==> src/rtl/draw_clear_sequencer_pkg.sv <==
// Shared definitions for the stage-clear overlay sequencer: state encoding,
// overlay geometry and the default draw timeout.
package draw_clear_sequencer_pkg;

    typedef enum logic [2:0] {
        IDLE    = 3'd0,
        ARM     = 3'd1,
        DRAW    = 3'd2,
        SHOW    = 3'd3,
        ADVANCE = 3'd4,
        FAULT   = 3'd5
    } state_t;

    localparam int CLEAR_W         = 80;
    localparam int CLEAR_H         = 40;
    localparam int CLEAR_PIXELS    = CLEAR_W * CLEAR_H;
    localparam int CLEAR_X_OFF     = 39;
    localparam int CLEAR_Y_OFF     = 39;
    localparam int DEFAULT_TIMEOUT = 4095;

    localparam int CNT_W    = 12;
    localparam int X_W      = 8;
    localparam int Y_W      = 7;
    localparam int COLOUR_W = 9;

endpackage

==> src/rtl/draw_clear_sequencer_if.sv <==
// Drawer and VGA-adapter signals of the overlay sequencer. The master side is
// the sequencer; the slave side is the drawer / VGA adapter pair.
interface draw_clear_sequencer_if;
    import draw_clear_sequencer_pkg::*;

    logic                draw_resetn;
    logic                draw_done;
    logic [X_W-1:0]      draw_x;
    logic [Y_W-1:0]      draw_y;
    logic [COLOUR_W-1:0] draw_colour;

    logic [X_W-1:0]      vga_x;
    logic [Y_W-1:0]      vga_y;
    logic [COLOUR_W-1:0] vga_colour;
    logic                vga_plot;

    modport master (
        output draw_resetn, vga_x, vga_y, vga_colour, vga_plot,
        input  draw_done, draw_x, draw_y, draw_colour
    );

    modport slave (
        input  draw_resetn, vga_x, vga_y, vga_colour, vga_plot,
        output draw_done, draw_x, draw_y, draw_colour
    );

endinterface

==> src/rtl/draw_clear_sequencer_key_edge_detect.sv <==
// Registered rising-edge detector for the player's "next stage" key. The
// history register resets to 1 so a key already held out of reset never fires.
module key_edge_detect (
    input  logic clk,
    input  logic resetn,
    input  logic key,
    output logic rise
);

    logic key_q;

    always_ff @(posedge clk) begin
        if (!resetn) begin
            key_q <= 1'b1;
        end else begin
            key_q <= key;
        end
    end

    assign rise = key & ~key_q;

endmodule

==> src/rtl/draw_clear_sequencer.sv <==
// Sequences the stage-clear overlay: releases the drawer, forwards its pixels
// to the VGA adapter, shows the overlay and waits for the player to advance.
module draw_clear_sequencer
    import draw_clear_sequencer_pkg::*;
#(
    parameter int unsigned TIMEOUT = DEFAULT_TIMEOUT
) (
    input  logic                  clk,
    input  logic                  resetn,
    input  logic                  stage_clear,
    input  logic                  next_stage_req,
    draw_clear_sequencer_if.master bus,
    output logic                  busy,
    output logic                  overlay_shown,
    output logic                  advance,
    output logic                  error
);

    // Counter value during the last DRAW cycle allowed before giving up.
    localparam logic [CNT_W-1:0] LAST_CNT = CNT_W'(TIMEOUT - 1);

    state_t           state_q;
    state_t           state_d;
    logic [CNT_W-1:0] draw_cnt;
    logic             key_rise;

    key_edge_detect u_key_edge (
        .clk    (clk),
        .resetn (resetn),
        .key    (next_stage_req),
        .rise   (key_rise)
    );

    always_ff @(posedge clk) begin
        if (!resetn) begin
            state_q <= IDLE;
        end else begin
            state_q <= state_d;
        end
    end

    // Cleared in ARM so it reads zero on the first DRAW cycle.
    always_ff @(posedge clk) begin
        if (!resetn) begin
            draw_cnt <= '0;
        end else if (state_q == ARM) begin
            draw_cnt <= '0;
        end else if (state_q == DRAW) begin
            draw_cnt <= draw_cnt + 1'b1;
        end
    end

    always_comb begin
        state_d = state_q;
        unique case (state_q)
            IDLE:    if (stage_clear) state_d = ARM;
            ARM:     state_d = DRAW;
            DRAW: begin
                if (bus.draw_done) begin
                    state_d = SHOW;
                end else if (draw_cnt == LAST_CNT) begin
                    state_d = FAULT;
                end
            end
            SHOW:    if (key_rise) state_d = ADVANCE;
            ADVANCE: state_d = IDLE;
            FAULT:   state_d = FAULT;
            default: state_d = IDLE;
        endcase
    end

    // Drawer pixels reach the VGA adapter only while drawing.
    always_comb begin
        bus.draw_resetn = 1'b0;
        bus.vga_plot    = 1'b0;
        bus.vga_x       = '0;
        bus.vga_y       = '0;
        bus.vga_colour  = '0;
        busy            = 1'b0;
        overlay_shown   = 1'b0;
        advance         = 1'b0;
        error           = 1'b0;
        unique case (state_q)
            ARM: begin
                bus.draw_resetn = 1'b1;
                busy            = 1'b1;
            end
            DRAW: begin
                bus.draw_resetn = 1'b1;
                bus.vga_plot    = 1'b1;
                bus.vga_x       = bus.draw_x;
                bus.vga_y       = bus.draw_y;
                bus.vga_colour  = bus.draw_colour;
                busy            = 1'b1;
            end
            SHOW:    overlay_shown = 1'b1;
            ADVANCE: begin
                advance = 1'b1;
                busy    = 1'b1;
            end
            FAULT:   error = 1'b1;
            default: ;
        endcase
    end

endmodule

==> src/flat_wrapper.sv <==
// flat-port wrapper written by rule: the top's interface ports become plain ports
module draw_clear_sequencer_flat import draw_clear_sequencer_pkg::*;
#(
    parameter int unsigned TIMEOUT = DEFAULT_TIMEOUT
)
  (clk, resetn, stage_clear, next_stage_req, busy, overlay_shown, advance, error, bus_draw_resetn, bus_vga_x, bus_vga_y, bus_vga_colour, bus_vga_plot, bus_draw_done, bus_draw_x, bus_draw_y, bus_draw_colour);
  draw_clear_sequencer_if bus_i ();
  input  logic clk;
  input  logic resetn;
  input  logic stage_clear;
  input  logic next_stage_req;
  output logic busy;
  output logic overlay_shown;
  output logic advance;
  output logic error;
  output wire logic [$bits(bus_i.draw_resetn)-1:0] bus_draw_resetn;
  output wire logic [$bits(bus_i.vga_x)-1:0] bus_vga_x;
  output wire logic [$bits(bus_i.vga_y)-1:0] bus_vga_y;
  output wire logic [$bits(bus_i.vga_colour)-1:0] bus_vga_colour;
  output wire logic [$bits(bus_i.vga_plot)-1:0] bus_vga_plot;
  input wire logic [$bits(bus_i.draw_done)-1:0] bus_draw_done;
  input wire logic [$bits(bus_i.draw_x)-1:0] bus_draw_x;
  input wire logic [$bits(bus_i.draw_y)-1:0] bus_draw_y;
  input wire logic [$bits(bus_i.draw_colour)-1:0] bus_draw_colour;
  assign bus_draw_resetn = bus_i.draw_resetn;
  assign bus_vga_x = bus_i.vga_x;
  assign bus_vga_y = bus_i.vga_y;
  assign bus_vga_colour = bus_i.vga_colour;
  assign bus_vga_plot = bus_i.vga_plot;
  assign bus_i.draw_done = bus_draw_done;
  assign bus_i.draw_x = bus_draw_x;
  assign bus_i.draw_y = bus_draw_y;
  assign bus_i.draw_colour = bus_draw_colour;
  draw_clear_sequencer #(.TIMEOUT(TIMEOUT)) u_core (.clk(clk), .resetn(resetn), .stage_clear(stage_clear), .next_stage_req(next_stage_req), .bus(bus_i), .busy(busy), .overlay_shown(overlay_shown), .advance(advance), .error(error));
endmodule
==> config.mk <==
export PLATFORM = sky130hd
export DESIGN_NAME = draw_clear_sequencer_flat
export DESIGN_NICKNAME = d
export VERILOG_FILES = /design/src/rtl/draw_clear_sequencer_pkg.sv /design/src/rtl/draw_clear_sequencer_if.sv /design/src/rtl/draw_clear_sequencer_key_edge_detect.sv /design/src/rtl/draw_clear_sequencer.sv /design/src/flat_wrapper.sv
export SDC_FILE = /design/constraint.sdc
export NUM_CORES = 1
export LEC_CHECK = 0
export CAP_MARGIN = 0
export CORE_ASPECT_RATIO = 1.1
export CORE_MARGIN = 3
export CORE_UTILIZATION = 57
export DETAILED_ROUTE_END_ITERATION = 10
export DONT_BUFFER_PORTS = 1
export MAX_ROUTING_LAYER = met4
export PLACE_DENSITY = 0.72
export SLEW_MARGIN = 10
export SYNTH_ARGS = -nofsm -noshare
export SYNTH_HDL_FRONTEND = slang
export SYNTH_SLANG_ARGS = --single-unit
==> constraint.sdc <==
create_clock -name clk -period 1.88 [get_ports clk]
set_input_delay 0.376 -clock clk [delete_from_list [all_inputs] [get_ports clk]]
set_output_delay 0.376 -clock clk [all_outputs]
set_load 0.02 [all_outputs]
---- Yosys cells after proc, flatten, opt, wreduce, memory -nomap -nowiden ----
Index checks and enable logic that the tools add are counted.
storage, ports and cells
  bits in latches ......................... 0
  RAM bits ................................ 0
  logic and storage cells ................. 35
  register bits ........................... 16
  memories kept ........................... 0
  bits in read-only memories .............. 0
  input port bits ......................... 29
cells by class
  shift-type cells ........................ 0
  reductions and logical operators ........ 5
  div/mod/pow operators ................... 0
  bitwise operators ....................... 3
  magnitude comparators ................... 0
  add/sub/neg operators ................... 1
  $mul .................................... 0
  equal/unequal tests ..................... 9
  muxes and demuxes ....................... 14
operator list
  cell                     count
  $pmux W3 S5              1
  $add A12 B1 Y12 const B  1
  $eq A12 B12 Y1 const B   1
  $mux W3                  4
  $mux W9                  1
  $mux W8                  1
  $mux W7                  1
  $eq A3 B2 Y1 const B     2
  $eq A3 B3 Y1 const B     2
  $mux W1                  6
  $reduce_or A2 Y1         2
  $eq A3 B1 Y1 const B     1
  $logic_not A3 Y1         1
  $ne A3 B3 Y1 const B     1
  $reduce_and A3 Y1        1
  $reduce_or A3 Y1         1
  $ne A2 B1 Y1 const B     1
  $ne A2 B2 Y1 const B     1
  $not A1 Y1               2
  $and A1 B1 Y1            1

---- Longest topological paths before layout ----
  depth in word-level cells ............... 4
  gate-level depth with buffers ........... 8

---- Modules after synthesis ----
A second synthesis with hierarchy kept.
unflattened totals
  cells, all modules ...................... 130
  area, all modules ....................... 1014.7 µm²
modules (own cells, without submodules)
  module                cells an instance  times used  area each (µm²)
  draw_clear_sequencer  127                1           974.7
  key_edge_detect       3                  1           40.0

---- Worst setup path after synthesis ----
OpenSTA, ideal clock, no wires.
  path type ............................... reg-to-output
  start ................................... register u_core.state_q[2]
  end ..................................... output port busy
  required time ........................... 1.504 ns
  arrival time ............................ 1.465 ns
  path slack .............................. 0.039 ns
  path buffers ............................ 1
  stages on the path, launching flop included .. 4
  cells stage by stage .................... dfxtp_1 clkbuf_1 nor3b_1 or2_2
between the ends
  word-level cells in the longest chain between the ends .. 3
  elaborated cells between the ends (all ways) .. 5
  those cells by class .................... eq/ne (3); mux (1); reduce/logical (1)
RTL lines
  what                                  RTL line                    text
  from (decl)                           draw_clear_sequencer.sv:22  state_t state_q;
  from (signal assigned)                draw_clear_sequencer.sv:38  state_q <= state_d;
  $eq A3 B3 Y1 (tied with other cells)  draw_clear_sequencer.sv:83  unique case (state_q)
  $reduce_or A3 Y1 (no line) (*)        -
  $mux W1 (*)                           draw_clear_sequencer.sv:83
  to (decl)                             flat_wrapper.sv:12          output logic busy;
Every way passes the cells marked *; elsewhere a longest branch is shown, timed or not.

---- Worst setup path after layout ----
  start ................................... register u_core.state_q[1]
  end ..................................... output port bus_vga_colour[4]
between the ends
  word-level cells in the longest chain between the ends .. 2
RTL lines
  what          RTL line                    text
  $eq A3 B2 Y1  draw_clear_sequencer.sv:83
  $mux W9       draw_clear_sequencer.sv:83
  to (decl)     flat_wrapper.sv:19          output wire logic [$bits(bus_i.vga_colour)-1:0] bus_vga_colour;
Every way passes these cells.

==> out/qor.csv <==
metric,value,unit
Antenna Cells,0,
Tot GR Track Use,0.204,
Bufs on Longest Clock Path,2,
final WL,2430,µm
Setup Viol. Count Final,0,
post-synth cell types,39,
setup TNS,0,ps
CTS tree,done,
worst-margin pin slew,339,ps
Num CTS Buffers,3,
post-synthesis sequential area ratio,0.312,
Die Ht,50.5,µm
vias,939,
number of DRC markers in iteration 0,15,
num rows,15,
grt ovf,0,
Port Buffer Count,0,
setup ws final,53.9,ps
router iterations before antenna repair,4,
Ys Warns,0,
fin nets,168,
post-DP HPWL,1720,µm
Sink Count,16,
Post-synth ARST share,0,
maxcap violations,0,
status,"finished, final reports clean",
Worst VDD drop,0.000871,V
top area cells in the synthesized netlist,"dfxtp_1, and2_1, xor2_1",
layout cells sized above 1,0.353,
crit-path max FO,16,
GPL Wtd Cong,0.942,
routed length per instance,15.9,µm
clock period minus worst slack,1830,ps
mapped cell area,1030,µm²
final hold viol count,0,
initial antenna violation count,0,
worst path arrival time,1450,ps
vias per cell,6.14,
total power,1580,µW
clk_skew,6.91,ps
crit path launch type,flop,
dpl ws,179,ps
CTS Hold Bufs,0,
"Req. time, crit path",1500,ps
Area Overhead vs Synth,19.0,%
largest net degree at the start of global routing,30,
Final Cell Area,1220,µm²
Reg-to-Reg Start,u_core.state_q[2],
Mapped Cells,129,
Slew Limit Fails,0,
Ports,59,
clock-pin slew on the worst setup and hold paths,100,ps
die footprint,2350,µm²
first-pass GRT wire length,3450,µm
number of global-route vias before repair,774,
pwr dens,1300,nW/µm²
Fill cells,119,
Hold WC Path Type,in2reg,
Root Buffer Master,clkbuf_4,
Slew HR,0.768,
worst setup path class,reg2out,
H-tree lvl count,1,
Setup crit end kind,primary output,
Residual DRC,0,
Post-synth EDFFs,0,
"Top FF cell, synth",dfxtp_1,
"count leader, synth",and2_1,
area post-placement,1080,µm²
Final Cycle Share,0.971,
Final ANT Viol Nets,0,
syn_area_per_cell,7.95,µm²
Synth Net Count,160,
Critical path origin,u_core.state_q[1],
Yosys top cell area share,0.312,
Placeable Area,1630,µm²
Yosys reg bits,16,
Initial Util,0.628,
fmax,548,MHz
P_leak,0.000476,µW
Synth area leader,dfxtp_1,
Synth top cells by count,"and2_1, dfxtp_1, nand2_1",
die width,46.5,µm
Clock Latency Late Sink,290,ps
Final Instance Count excl. Fillers,153,
placed insts,146,
min-delay src,resetn,
## sequential cells by signal, indices dropped and copies added (netlist names)
| name | flops |
|---|---|
| u_core.u_key_edge.key_q | 1 |
| u_core.draw_cnt | 12 |
| u_core.state_q | 3 |
## per-layer routing
metal | part of all wire | vias up | global-route usage
met5 | 0 | - | -
li1 | - | 459 | -
met4 | 0.0037 | 0 | 0.0427
met3 | 0.075 | 2 | 0.0681
met1 | 0.41 | 428 | 0.270
met2 | 0.51 | 50 | 0.300
## cell usage in the layout (no fill, tap or decap), drive strengths merged, types with 4 or more instances in the layout
cell type / instances
a21oi: 7
and2: 26
buf: 9
clkbuf: 5
dfxtp: 16
nand2: 11
nand2b: 4
nand3: 5
nand4: 4
nor2: 7
xor2: 5
## stage by stage
stage	utilization	hold slack [ps]
CTS	0.707	152
global route	0.748	153
floorplan	-	449
detailed placement	0.662	454
finish	0.748	160
global placement	0.662	455
## cell type report
cell class                      instances  area [µm²]  share of cell area
Inverter                                3        11.3             0.00922
Timing Repair Buffer                   10         105              0.0861
Sequential cell                        16         325               0.266
Tap cell                               17        21.3              0.0174
Clock buffer                            4        36.3              0.0297
Multi-Input combinational cell        103         722               0.591
## cell families after synthesis
group / synth area share
AND/OR/NAND/NOR: 0.428
XOR/XNOR: 0.0427
flip-flops: 0.312
AO/OA/AOI/OAI: 0.151
adder cells (fa/ha/maj): 0.0244
buffers and inverters: 0.0415
## worst max-delay path: stages, from the launching register on
cell and delay (ps):
dfxtp_4 380, nor2b_4 160, nand2b_1 130, inv_2 130, buf_12 150, and2_2 210
## report_power, final
part	total [µW]	internal, µW	switching (µW)	leakage (µW)
logic	920	406	514	0.000325
registers	433	384	48.6	0.000131
clock network	229	118	111	0.0000210
## path summary, 6_finish.rpt
check / end / slack (ps) / depth (start not counted)
worst max-delay path: bus_vga_colour[4] / 50 / 5
worst min-delay path: u_core.u_key_edge.key_q / 160 / 1
worst max register to register: u_core.draw_cnt[11] / 310 / 4
worst min register to register: u_core.draw_cnt[0] / 500 / 2
## timing repair
action,in CTS,in global routing
resized for setup,28,19
endpoints found under the setup margin,24,24
cloned,0,1
buffers inserted,0,2
No activity file was read; power rests on OpenSTA's default activity.
